==> src/rtl/riscv_hazard_pkg.sv <==
// riscv_hazard_pkg: forwarding encodings, multi-cycle FSM state encoding and forwarding helper.
// Rev 1.0
`default_nettype none

package riscv_hazard_pkg;

  localparam logic [1:0] FWD_RF = 2'b00;
  localparam logic [1:0] FWD_W  = 2'b01;
  localparam logic [1:0] FWD_M  = 2'b10;

  localparam logic [1:0] MC_IDLE = 2'b00;
  localparam logic [1:0] MC_BUSY = 2'b01;
  localparam logic [1:0] MC_DONE = 2'b10;

  // M is the younger producer, so it wins over W; x0 is hardwired and never forwarded.
  function automatic logic [1:0] fwd_sel(
    input logic [4:0] rs,
    input logic [4:0] rd_m,
    input logic [4:0] rd_w,
    input logic       wr_m,
    input logic       wr_w
  );
    if (wr_m && (rd_m != 5'd0) && (rd_m == rs)) begin
      return FWD_M;
    end else if (wr_w && (rd_w != 5'd0) && (rd_w == rs)) begin
      return FWD_W;
    end
    return FWD_RF;
  endfunction

endpackage

`default_nettype wire

==> src/rtl/riscv_mc_seq.sv <==
// riscv_mc_seq: holds the E stage for MC_LATENCY-1 cycles of a multi-cycle op, then flags completion.
// Rev 1.0
`default_nettype none

module riscv_mc_seq
  import riscv_hazard_pkg::*;
#(
  parameter int MC_LATENCY = 4
) (
  input  logic clk_i,
  input  logic rst_ni,
  input  logic mc_op_i,
  output logic mc_stall_o,
  output logic mc_start_o,
  output logic mc_done_o
);

  localparam int CW = $clog2(MC_LATENCY);

  logic [1:0]    state_q, state_d;
  logic [CW-1:0] cnt_q, cnt_d;

  always_comb begin
    state_d = state_q;
    cnt_d   = cnt_q;
    case (state_q)
      MC_IDLE: begin
        if (mc_op_i) begin
          state_d = MC_BUSY;
          // IDLE and DONE each account for one cycle of occupancy, BUSY for the rest.
          cnt_d   = CW'(MC_LATENCY - 3);
        end
      end
      MC_BUSY: begin
        if (cnt_q != '0) begin
          cnt_d = cnt_q - CW'(1);
        end else begin
          state_d = MC_DONE;
        end
      end
      MC_DONE: state_d = MC_IDLE;
      default: state_d = MC_IDLE;
    endcase
  end

  always_ff @(posedge clk_i or negedge rst_ni) begin
    if (!rst_ni) begin
      state_q <= MC_IDLE;
      cnt_q   <= '0;
    end else begin
      state_q <= state_d;
      cnt_q   <= cnt_d;
    end
  end

  assign mc_start_o = (state_q == MC_IDLE) && mc_op_i;
  assign mc_stall_o = mc_start_o || (state_q == MC_BUSY);
  assign mc_done_o  = (state_q == MC_DONE);

endmodule

`default_nettype wire

==> src/rtl/riscv_hazard_unit.sv <==
// riscv_hazard_unit: forwarding, load-use/branch stall-flush control and multi-cycle E sequencing.
// Rev 1.0 -- optional statistics counters enabled by defining RISCV_HAZARD_STATS_EN.
`default_nettype none

module riscv_hazard_unit
  import riscv_hazard_pkg::*;
#(
  parameter int MC_LATENCY = 4,
  parameter int CNT_W      = 32
) (
  input  logic             i_clk,
  input  logic             i_rstn,
  input  logic [4:0]       i_rs1_d,
  input  logic [4:0]       i_rs2_d,
  input  logic [4:0]       i_rs1_e,
  input  logic [4:0]       i_rs2_e,
  input  logic [4:0]       i_rd_e,
  input  logic [4:0]       i_rd_m,
  input  logic [4:0]       i_rd_w,
  input  logic             i_reg_write_m,
  input  logic             i_reg_write_w,
  input  logic             i_load_e,
  input  logic             i_pc_src_e,
  input  logic             i_mc_op_e,
  output logic [1:0]       o_forward_ae,
  output logic [1:0]       o_forward_be,
  output logic             o_stall_f,
  output logic             o_stall_d,
  output logic             o_stall_e,
  output logic             o_flush_d,
  output logic             o_flush_e,
  output logic             o_flush_m,
  output logic             o_mc_start,
  output logic             o_mc_done,
  output logic [CNT_W-1:0] o_stall_cnt,
  output logic [CNT_W-1:0] o_flush_cnt
);

  logic lw_stall;
  logic mc_stall;

  assign o_forward_ae = fwd_sel(i_rs1_e, i_rd_m, i_rd_w, i_reg_write_m, i_reg_write_w);
  assign o_forward_be = fwd_sel(i_rs2_e, i_rd_m, i_rd_w, i_reg_write_m, i_reg_write_w);

  assign lw_stall = i_load_e && (i_rd_e != 5'd0) &&
                    ((i_rd_e == i_rs1_d) || (i_rd_e == i_rs2_d));

  riscv_mc_seq #(
    .MC_LATENCY (MC_LATENCY)
  ) u_mc_seq (
    .clk_i      (i_clk),
    .rst_ni     (i_rstn),
    .mc_op_i    (i_mc_op_e),
    .mc_stall_o (mc_stall),
    .mc_start_o (o_mc_start),
    .mc_done_o  (o_mc_done)
  );

  // While E is held no bubble may enter E; M takes the bubbles instead.
  assign o_stall_f = lw_stall || mc_stall;
  assign o_stall_d = lw_stall || mc_stall;
  assign o_stall_e = mc_stall;
  assign o_flush_d = i_pc_src_e && !mc_stall;
  assign o_flush_e = (lw_stall || i_pc_src_e) && !mc_stall;
  assign o_flush_m = mc_stall;

`ifdef RISCV_HAZARD_STATS_EN
  logic [CNT_W-1:0] stall_cnt_q, stall_cnt_d;
  logic [CNT_W-1:0] flush_cnt_q, flush_cnt_d;

  always_comb begin
    stall_cnt_d = stall_cnt_q;
    flush_cnt_d = flush_cnt_q;
    if (o_stall_f) stall_cnt_d = stall_cnt_q + CNT_W'(1);
    if (o_flush_e) flush_cnt_d = flush_cnt_q + CNT_W'(1);
  end

  always_ff @(posedge i_clk or negedge i_rstn) begin
    if (!i_rstn) begin
      stall_cnt_q <= '0;
      flush_cnt_q <= '0;
    end else begin
      stall_cnt_q <= stall_cnt_d;
      flush_cnt_q <= flush_cnt_d;
    end
  end

  assign o_stall_cnt = stall_cnt_q;
  assign o_flush_cnt = flush_cnt_q;
`else
  assign o_stall_cnt = '0;
  assign o_flush_cnt = '0;
`endif

endmodule

`default_nettype wire

==> config.mk <==
export PLATFORM = sky130hd
export DESIGN_NAME = riscv_hazard_unit
export DESIGN_NICKNAME = d
export VERILOG_FILES = /design/src/rtl/riscv_hazard_pkg.sv /design/src/rtl/riscv_mc_seq.sv /design/src/rtl/riscv_hazard_unit.sv
export SDC_FILE = /design/constraint.sdc
export NUM_CORES = 1
export LEC_CHECK = 0
export BUFFER_PORTS_ARGS = -buffer_cell sky130_fd_sc_hd__buf_4
export CAP_MARGIN = 20
export CORE_UTILIZATION = 35
export DETAILED_ROUTE_END_ITERATION = 12
export PLACE_DENSITY = 0.81
export SETUP_SLACK_MARGIN = 0.1
export SYNTH_ARGS = -nofsm -noshare
export SYNTH_HDL_FRONTEND = slang
export SYNTH_SLANG_ARGS = --single-unit
==> constraint.sdc <==
create_clock -name i_clk -period 2.1 [get_ports i_clk]
set_clock_uncertainty 0.1 [all_clocks]
set_input_delay 0.105 -clock i_clk [delete_from_list [all_inputs] [get_ports i_clk]]
set_output_delay 0.105 -clock i_clk [all_outputs]
set_load 0.01 [all_outputs]
==> results.md, run 1 <==
- Outcome: finished, violations left
- Violated checks: DRC
- Worst hold path type: in2async
- Pwr/cell area: 565 mW/mm2
- Adder-cell share of the synthesized area: 0.0113
- Count of standard-cell rows: 20
- Main combinational cell family by area after synthesis: buffers and inverters
- Post-layout worst setup margin: 0.457 ns
- Clock tree from TritonCTS: done
- Number of antenna violations at the first check in global routing: 0
- Switching share of total power: 0.444
- Number of global-route vias before repair: 759
- Slew at the pin with the worst max-slew slack: 0.493 ns
- Post-layout minimum cycle time: 1.64 ns
- Clock Power Share: 0.127
- Longest Clk Path Bufs: 2
- Iteration-0 DRC Markers: 17
- Number of endpoints with negative hold slack in the final report: 0
- Share of the clock period used by the worst path after layout: 0.783
- Post-CTS Hold Fix Bufs: 1
- Simple-gate area share of the yosys netlist: 0.139
- Clock transition at the registers of the reported paths: 0.04 ns
- Largest fanout of any net on the critical path: 3
- Multiplexer share of the synthesized area: 0
- Proportion of synthesized chip area in sequential cells: 0.0904
- Initial standard-cell utilization of the core: 0.366
- Via count: 897
- Postcts setup bufs: 0
- Total negative slack for setup checks: 0 ns
- Pin count of the biggest net entering global routing: 8
- Post-Place Setup Slack: 0.447 ns
- Cell area after synthesis: 0.00111 mm2
- Overall routing resource usage: 0.115
- Width of the die: 58.2 um
- Peak supply drop: 0.190 mV
- Total of flip-flops plus latches after synthesis: 4
- Final routed wire length divided by cell count: 9.16 um
- Crit. End Element: output pin
- Xor/xnor share of the synthesized area: 0.237
- Max-Slew Margin vs Limit: 0.669
- Final hold slack: 0.0992 ns
- Fraction of the mapped netlist area in compound gates: 0.0576
- Power Internal: 419 uW
- Most frequent cell on the critical path: buf_4
- Summed area of non-filler cells in the final layout: 0.00133 mm2
- TritonCTS sink count: 4
- IO buf count: 53
- Portion of total power attributed to combinational logic: 0.674
- Fill cells: 317
- Die ar.: 0.00339 mm2
- Sequential cell area: 100 um2
- Final-stage net count: 238
- Worst EP arrival: 1.44 ns
- Floorplan die height: 58.2 um
- Crit Path Class: in2out
- Via-per-instance ratio: 3.78
- CP cell instances: buf_4 -> or4_1 -> o21ai_2 -> nor4_1 -> nor4_2 -> buf_4
- Leak pwr: 0.733 nW
- Number of detailed-routing iterations run before antenna repair: 8
- Peak clock frequency supported by timing: 609 MHz
- Total of endpoints with negative setup slack in the final report: 0
- Sequential fraction of design power: 0.199
- Number of inserted diodes: 0
- Number of max-cap violations: 0
- I/O pin count: 118
- Area delta synth->final: 20.5%
- Post_cts resized: 0
- Total DRC errors in the routed layout: 1
- Total grt overflow: 0
- Syn. warnings: 0
- Syn Inst Count: 139
- Wire length of the first global-routing pass: 3080 um
- Critical Path Slowest Stage Cell: or4_1
- # H-tree levels: 1
- Maximum single-stage delay on the critical path: 0.54 ns
- Average size of a mapped cell: 7.97 um2
- Number of max-slew violations in the final report: 0
- Post-DRT Antenna Nets: 0
- Net switching power: 334 uW
- Fraction of layout instances using a drive strength above 1: 0.316
- GP Congestion: 0.788
- Kind of launch point of the worst setup path: input port
- Skew-Pair Late Insertion Delay: 0.24 ns
- Clock Tree Root: clkbuf_4
- Required time at the endpoint of the critical path: 1.89 ns
- Area of the multi-input gates: 733 um2
- Core Region: 0.00303 mm2
- RSZ-0062 raised after global routing: false
- Clock buffers created by TritonCTS: 3
- Unique masters post-synth: 26
- Standard cell area after detailed placement: 0.00130 mm2
- WL final: 2170 um
- DP Wirelength: 1940 um
==> cell families (layout without fill, tap and decap cells) <==
kind of cell / after synthesis / in the layout
adders and majority gates: 1 / 1
xor gates and xnor gates: 30 / 30
other: 1 / 64
DFF: 4 / 4
and+or+nand+nor: 23 / 23
AOI/OAI and AO/OA: 10 / 10
buffers and inverters: 70 / 61
==> routing by layer <==
layer	vias to the layer above	track usage	part of all wire
met5	-	0	0
met4	0	0.0306	0
met3	0	0.0112	0.096
met2	66	0.225	0.54
met1	398	0.129	0.36
li1	433	-	-
==> cells in the mapped netlist <==
cell,instances,area share
o31ai_1,1,0.0068
a21o_1,1,0.0068
nor3b_1,1,0.0068
conb_1,1,0.0034
or4_1,5,0.034
a22oi_1,2,0.014
or2_2,1,0.0057
xnor2_1,6,0.047
nand3_1,2,0.0090
a21oi_1,1,0.0045
nor4_2,2,0.023
inv_1,4,0.014
ha_1,1,0.011
o21ai_1,1,0.0045
nor2_1,3,0.010
and3b_1,1,0.0079
nor2b_1,1,0.0057
o21ai_0,3,0.014
nand2_1,1,0.0034
dfrtp_1,4,0.090
or4b_2,1,0.0090
o21ai_2,1,0.0079
nor4_1,2,0.011
buf_4,66,0.45
nor3_1,3,0.014
xor2_1,24,0.19
==> worst paths after layout <==
path | start | end | slack [ns] | depth (start not counted)
worst max-delay path | i_rd_m[0] | o_forward_be[0] | 0.46 | 6
worst max register to register | u_mc_seq.cnt_q[0] | u_mc_seq.cnt_q[1] | 0.46 | 4
max in group asynchronous | i_rstn | u_mc_seq.cnt_q[1] | 1.70 | 2
worst min register to register | u_mc_seq.cnt_q[1] | u_mc_seq.cnt_q[1] | 0.50 | 2
min in group i_clk | i_mc_op_e | u_mc_seq.state_q[0] | 0.20 | 4
worst min-delay path | i_rstn | u_mc_seq.state_q[0] | 0.1 | 2
==> per-stage QoR <==
stage,instances,util,power [mW]
floorplan,202,-,0.539
global placement,233,0.430,0.632
detailed placement,233,0.430,0.647
CTS,237,0.440,0.755
global route,237,0.440,0.819
finish,237,0.440,0.753
==> worst max-delay path, delay by kind of cell <==
family / cells / cell delay, ns
buffers and inverters: 2 / 0.28
AOI/OAI and AO/OA: 1 / 0.15
and+or+nand+nor: 3 / 0.91
==> sequential cells by signal, indices dropped and copies added, names as in the netlist <==
| signal | count |
|---|---|
| u_mc_seq.cnt_q | 2 |
| u_mc_seq.state_q | 2 |
==> power groups by stage <==
stage | Clock (mW) | Sequential (mW) | Combinational (mW)
finish | 0.0960 | 0.150 | 0.508
global route | 0.101 | 0.157 | 0.561
CTS | 0.0987 | 0.148 | 0.508
detailed placement | 0 | 0.149 | 0.499
global placement | 0 | 0.148 | 0.485
floorplan | 0 | 0.137 | 0.402
==> final cells by class <==
type	count	share of cell area
Sequential cell	4	0.0750
Inverter	4	0.0113
Clock buffer	3	0.0169
Tap cell	44	0.0413
Timing Repair Buffer	54	0.306
Multi-Input combinational cell	128	0.550
==> placed cells by master, fill, tap and decap left out, types with 2 or more instances in the layout <==
cell and n:
xor2_1 24, a22oi_1 2, conb_1 64, clkbuf_4 3
buf_4 53, nand3_1 2, o21ai_0 3, inv_1 4
nor4_1 2, dfrtp_1 4, nor2_1 3, nor4_2 2
or4_1 5, xnor2_1 6, nor3_1 3
No activity file was read; power rests on OpenSTA's default activity.
==> run 2, diff against run 1 <==
--- a/config.mk
+++ b/config.mk
@@ -7,9 +7,9 @@
 export LEC_CHECK = 0
 export BUFFER_PORTS_ARGS = -buffer_cell sky130_fd_sc_hd__buf_4
 export CAP_MARGIN = 20
-export CORE_UTILIZATION = 35
+export CORE_UTILIZATION = 32
 export DETAILED_ROUTE_END_ITERATION = 12
-export PLACE_DENSITY = 0.81
+export PLACE_DENSITY = 0.78
 export SETUP_SLACK_MARGIN = 0.1
 export SYNTH_ARGS = -nofsm -noshare
 export SYNTH_HDL_FRONTEND = slang
==> constraint.sdc (replaced) <==
create_clock -name i_clk -period 1.51 [get_ports i_clk]
set_clock_uncertainty 0.1 [all_clocks]
set_input_delay 0.0755 -clock i_clk [delete_from_list [all_inputs] [get_ports i_clk]]
set_output_delay 0.0755 -clock i_clk [all_outputs]
set_load 0.01 [all_outputs]
==> results.md, run 2 (same netlist as run 1, synthesis figures left out) <==
- Via-per-instance ratio: 3.78 (-0.26%)
- Worst EP arrival: 1.29 ns (-0.15 ns)
- Final routed wire length divided by cell count: 9.34 um (+2.0%)
- CP cell instances: buf_6 -> or4_4 -> o21ai_4 -> nor4_4 -> nor4_2 -> buf_4
- Required time at the endpoint of the critical path: 1.33 ns (-0.56 ns)
- Fraction of layout instances using a drive strength above 1: 0.410 (+0.0937)
- I/O pin count: 118 (unchanged)
- Sequential fraction of design power: 0.143 (-0.056)
- Iteration-0 DRC Markers: 31 (+14)
- Width of the die: 60.8 um (+4.4%)
- Pin count of the biggest net entering global routing: 7 (-1)
- Net switching power: 554 uW (+66%)
- Clock transition at the registers of the reported paths: 0.04 ns (about the same)
- Clock buffers created by TritonCTS: 3 (unchanged)
- Via count: 940 (+4.8%)
- Crit. End Element: output pin
- Largest fanout of any net on the critical path: 2 (-1)
- Post-layout worst setup margin: 0.0437 ns (-0.413 ns)
- Longest Clk Path Bufs: 2 (unchanged)
- GP Congestion: 0.700 (-11%)
- Outcome: completed
- Number of detailed-routing iterations run before antenna repair: 4 (-4)
- Critical Path Slowest Stage Cell: or4_4
- Total DRC errors in the routed layout: 0 (-1)
- Crit Path Class: in2out
- Floorplan die height: 60.8 um (+4.4%)
- Core Region: 0.00318 mm2 (+5.0%)
- Worst hold path type: in2async
- Summed area of non-filler cells in the final layout: 0.00153 mm2 (+15%)
- IO buf count: 53 (unchanged)
- Peak clock frequency supported by timing: 682 MHz
- Leak pwr: 0.814 nW (+11%)
- Most frequent standard cell in the layout excluding fill and tap cells: conb_1
- Standard cell area after detailed placement: 0.00135 mm2 (+3.7%)
- Number of inserted diodes: 0 (unchanged)
- R2R setup slack: 0.16 ns (-0.30 ns)
- Count of standard-cell rows: 20 (unchanged)
- Pwr/cell area: 859 mW/mm2 (+52%)
- Overall routing resource usage: 0.106 (-0.00893)
- Wire length of the first global-routing pass: 2970 um (-3.8%)
- Area delta synth->final: 38.4%
- Most used cells in the layout excluding fill and tap cells: conb_1, buf_4, xor2_1, buf_6, xnor2_1
- Portion of total power attributed to combinational logic: 0.753 (+0.079)
- Initial standard-cell utilization of the core: 0.348 (-0.0173)
- Share of the clock period used by the worst path after layout: 0.971
- Skew-Pair Late Insertion Delay: 0.24 ns (about the same)
- # H-tree levels: 1 (unchanged)
- Number of global-route vias before repair: 747 (-1.6%)
- Family with the most delay on the worst path: simple AND/OR/NAND/NOR gates
- Final-stage net count: 250 (+5.0%)
- Post-DRT Antenna Nets: 0 (unchanged)
- Number of max-slew violations in the final report: 0 (unchanged)
- Maximum single-stage delay on the critical path: 0.53 ns (about the same)
- RSZ-0062 raised after global routing: true
- Number of max-cap violations: 0 (unchanged)
- Clock tree from TritonCTS: done
- TritonCTS sink count: 4 (unchanged)
- DP Wirelength: 1930 um (about the same)
- Worst path buffer plus inverter count: 2 (unchanged)
- Kind of launch point of the worst setup path: input port
- Post-layout minimum cycle time: 1.47 ns
- Pwr Total: 1.32 mW (+75%)
- Final core utilization: 0.482 (+0.0418)
- Die ar.: 0.00370 mm2 (+9.1%)
- Number of antenna violations at the first check in global routing: 0 (unchanged)
- Biggest registers after layout: u_mc_seq.cnt_q: 2 flops, u_mc_seq.state_q: 2 flops
- Number of endpoints with negative hold slack in the final report: 0 (unchanged)
- Switching share of total power: 0.421 (-0.0229)
- Post-Place Setup Slack: -0.0710 ns (-0.518 ns)
- Clock Tree Root: clkbuf_4
- Total grt overflow: 0 (unchanged)
- Total of endpoints with negative setup slack in the final report: 0 (unchanged)
- Instance count after placement with tap cells included: 239 (+2.6%)
- Power Internal: 762 uW (+82%)
- Clock Power Share: 0.104 (-0.023)
- WL final: 2330 um (+7.2%)
- Non-filler instance count after layout: 249 (+5.1%)
- Peak supply drop: 0.342 mV (+80%)
-- run 2: cell types whose count changed in the layout (fill, tap and decap cells not counted), moves of 2 or more --
cell and change:
or4_1 -2, buf_4 +4, nor4_1 -2, inv_2 +2
or4_4 +2, o21ai_0 -3, inv_1 -3, nor4_4 +2
buf_6 +8
-- run 2: final cells by class --
class / count / area (um2)
Clock buffer: 3 / 22.5
Fill cell: 298 / 1650
Inverter: 4 / 17.5
Multi-Input combinational cell: 128 / 810
Sequential cell: 4 / 100
Tap cell: 44 / 55.1
Timing Repair Buffer: 66 / 528
-- run 2: power by group through the flow --
stage	clock, mW	combinational, mW	sequential [mW]
finish	0.137	0.991	0.188
global route	0.153	1.10	0.193
CTS	0.140	0.952	0.187
detailed placement	0	0.765	0.194
global placement	0	0.738	0.192
floorplan	0	0.579	0.194
-- run 2: layer usage --
layer  up-vias  global-route usage  share of wire
met5         -                   0              0
met4         0              0.0390         0.0030
met3         2              0.0171           0.10
met2        69               0.206           0.56
met1       413               0.113           0.34
li1        456                   -              -
-- run 2: worst paths after layout --
| kind | startpoint | end | cells after the start |
|---|---|---|---|
| max | i_rd_m[0] | o_forward_be[0] | 6 |
| min | i_rstn | u_mc_seq.state_q[0] | 2 |
| max reg2reg | u_mc_seq.cnt_q[1] | u_mc_seq.cnt_q[1] | 4 |
| min reg2reg | u_mc_seq.state_q[0] | u_mc_seq.cnt_q[0] | 2 |
| max in group asynchronous | i_rstn | u_mc_seq.cnt_q[0] | 2 |
| min in group i_clk | i_mc_op_e | u_mc_seq.state_q[0] | 5 |
-- run 2: repair_timing --
item / 4_1_cts / 5_1_grt
setup endpoints to repair: 11 / 9
endpoints found under the hold margin: 4 / 0
resized for setup: 21 / 5
pin swaps: 13 / 5
hold buffers: 1 / 0
buffers inserted: 5 / 1
-- run 2: stage by stage --
stage               hold slack [ns]  TNS (ns)
CTS                          0.0639         0
global placement             -0.226   -0.0590
detailed placement           -0.227    -0.117
floorplan                    -0.320         0
global route                 0.0816   -0.0269
finish                       0.0677         0
==> run 3, diff against run 2 <==
--- a/config.mk
+++ b/config.mk
@@ -10,6 +10,7 @@
 export CORE_UTILIZATION = 32
 export DETAILED_ROUTE_END_ITERATION = 12
 export PLACE_DENSITY = 0.78
+export RECOVER_POWER = 100
 export SETUP_SLACK_MARGIN = 0.1
 export SYNTH_ARGS = -nofsm -noshare
 export SYNTH_HDL_FRONTEND = slang
==> results.md, run 3 (same netlist as run 1, synthesis figures left out) <==
- Number of stages on the worst setup path: 6 (unchanged)
- Share of the clock period used by the worst path after layout: 0.971 (unchanged)
- Clock Tree Root: clkbuf_4
- Routed length on met1: 810 um (+3.1%)
- Via-per-instance ratio: 3.79 (+0.32%)
- WL final: 2350 um (+0.86%)
- Wire length of the first global-routing pass: 2970 um (unchanged)
- Area delta synth->final: 36.4%
- Clock transition at the registers of the reported paths: 0.04 ns (about the same)
- Fill cells: 306 (+2.7%)
- Count of standard-cell rows: 20 (unchanged)
- CP cell instances: buf_6 -> or4_4 -> o21ai_4 -> nor4_4 -> nor4_2 -> buf_4
- Core Region: 0.00318 mm2 (unchanged)
- DP Wirelength: 1930 um (unchanged)
- RSZ-0062 raised after global routing: true
- Required time at the endpoint of the critical path: 1.33 ns (about the same)
- Leak pwr: 0.795 nW (-2.3%)
- Fraction of layout instances using a drive strength above 1: 0.376 (-0.0341)
- # H-tree levels: 1 (unchanged)
- Final hold slack: 0.0940 ns (+0.0263 ns)
- GP Congestion: 0.700 (unchanged)
- Most frequent standard cell in the layout excluding fill and tap cells: conb_1
- Worst EP arrival: 1.29 ns (about the same)
- I/O pin count: 118 (unchanged)
- Width of the die: 60.8 um (unchanged)
- Pin count of the biggest net entering global routing: 7 (unchanged)
- Summed area of non-filler cells in the final layout: 0.00151 mm2 (-1.5%)
- Clock buffers created by TritonCTS: 3 (unchanged)
- Maximum single-stage delay on the critical path: 0.53 ns (about the same)
- Overall routing resource usage: 0.106 (unchanged)
- Total DRC errors in the routed layout: 0 (unchanged)
- Number of global-route vias before repair: 747 (unchanged)
- Number of max-cap violations: 0 (unchanged)
- Die ar.: 0.00370 mm2 (unchanged)
- Post-layout minimum cycle time: 1.47 ns (unchanged)
- Routed length on met3: 241 um (+0.84%)
- IO buf count: 53 (unchanged)
- Skew-Pair Late Insertion Delay: 0.24 ns (about the same)
- Clock tree from TritonCTS: done
- Via count: 943 (+0.32%)
- Worst hold path type: in2async
- Pwr/cell area: 838 mW/mm2 (-2.4%)
- R2R depth: 4 (unchanged)
- Number of endpoints with negative hold slack in the final report: 0 (unchanged)
- Number of detailed-routing iterations run before antenna repair: 4 (unchanged)
- Number of inserted diodes: 0 (unchanged)
- Crit Path Class: in2out
- TritonCTS sink count: 4 (unchanged)
- Peak clock frequency supported by timing: 682 MHz (unchanged)
- Outcome: completed
- Biggest registers after layout: u_mc_seq.cnt_q: 2 flops, u_mc_seq.state_q: 2 flops
- Iteration-0 DRC Markers: 35 (+13%)
- Met2 wire len: 1290 um (about the same)
- Pwr Total: 1.27 mW (-3.9%)
- Critical Path Slowest Stage Cell: or4_4
- Kind of launch point of the worst setup path: input port
- Total of endpoints with negative setup slack in the final report: 0 (unchanged)
- Number of max-slew violations in the final report: 0 (unchanged)
- Family with the most delay on the worst path: simple AND/OR/NAND/NOR gates
- Worst path buffer plus inverter count: 2 (unchanged)
- Total negative slack for setup checks: 0 ns (unchanged)
- Peak supply drop: 0.318 mV (-6.8%)
- Standard cell area after detailed placement: 0.00135 mm2 (unchanged)
- Crit. End Element: output pin
- Longest Clk Path Bufs: 2 (unchanged)
- Final routed wire length divided by cell count: 9.42 um (+0.86%)
- Total grt overflow: 0 (unchanged)
- Floorplan die height: 60.8 um (unchanged)
- Initial standard-cell utilization of the core: 0.348 (unchanged)
- Number of antenna violations at the first check in global routing: 0 (unchanged)
- Highest signal layer in the routed design: met3
- Final-stage net count: 250 (unchanged)
- Largest fanout of any net on the critical path: 2 (unchanged)
- Most used cells in the layout excluding fill and tap cells: conb_1, buf_4, xor2_1, buf_6, xnor2_1
- Post-DRT Antenna Nets: 0 (unchanged)
[run 3: path summary, 6_finish.rpt]
check                           slack [ns]           startpoint             endpoint
worst max-delay path                  0.04            i_rd_m[0]      o_forward_be[0]
worst min-delay path                  0.09               i_rstn  u_mc_seq.state_q[0]
worst max register to register        0.10    u_mc_seq.cnt_q[0]    u_mc_seq.cnt_q[1]
worst min register to register        0.59  u_mc_seq.state_q[1]  u_mc_seq.state_q[1]
max in group asynchronous             1.03               i_rstn    u_mc_seq.cnt_q[0]
min in group i_clk                    0.31            i_mc_op_e  u_mc_seq.state_q[0]
[run 3: layout make-up]
| cell class | count | area (um2) | share of cell area |
|---|---|---|---|
| clock buffers | 3 | 22.5 | 0.0149 |
| repair buffers | 66 | 509 | 0.337 |
| inverters | 4 | 17.5 | 0.0116 |
| flip-flops and latches | 4 | 100 | 0.0663 |
| multi-input cells | 128 | 806 | 0.534 |
| well taps | 44 | 55.1 | 0.0365 |
[run 3: through the flow]
stage	utilization	worst slack, ns	cells
6_report	0.475	0.0437	249
5_1_grt	0.475	-0.0139	249
4_1_cts	0.474	0.0262	248
3_5_place_dp	0.425	-0.0710	239
3_3_place_gp	0.425	-0.0306	239
2_1_floorplan	-	0.115	202
[run 3: timing repair]
item                       4_1_cts  5_1_grt
setup endpoints to repair       11        9
hold buffers                     1        0
pin swaps                       13        5
hold endpoints to repair         4        0
setup buffers                    5        1
resized for setup               21        5
[run 3: power breakdown]
part | internal, mW | switching [mW] | total, mW
Sequential | 0.159 | 0.0272 | 0.186
Combinational | 0.471 | 0.471 | 0.942
Clock | 0.0892 | 0.0483 | 0.138
[run 3: worst register-to-register path, cell delays in order, from the launching register on]
cell and delay, ns:
dfrtp_1 0.36, inv_1 0.11, ha_4 0.21, or4b_4 0.46, o21ai_1 0.09
[run 3: per-layer routing]
| layer | vias to the layer above | track usage |
|---|---|---|
| met1 | 417 | 0.113 |
| met4 | 0 | 0.0390 |
| met3 | 0 | 0.0171 |
| li1 | 457 | - |
| met2 | 69 | 0.206 |
| met5 | - | 0 |
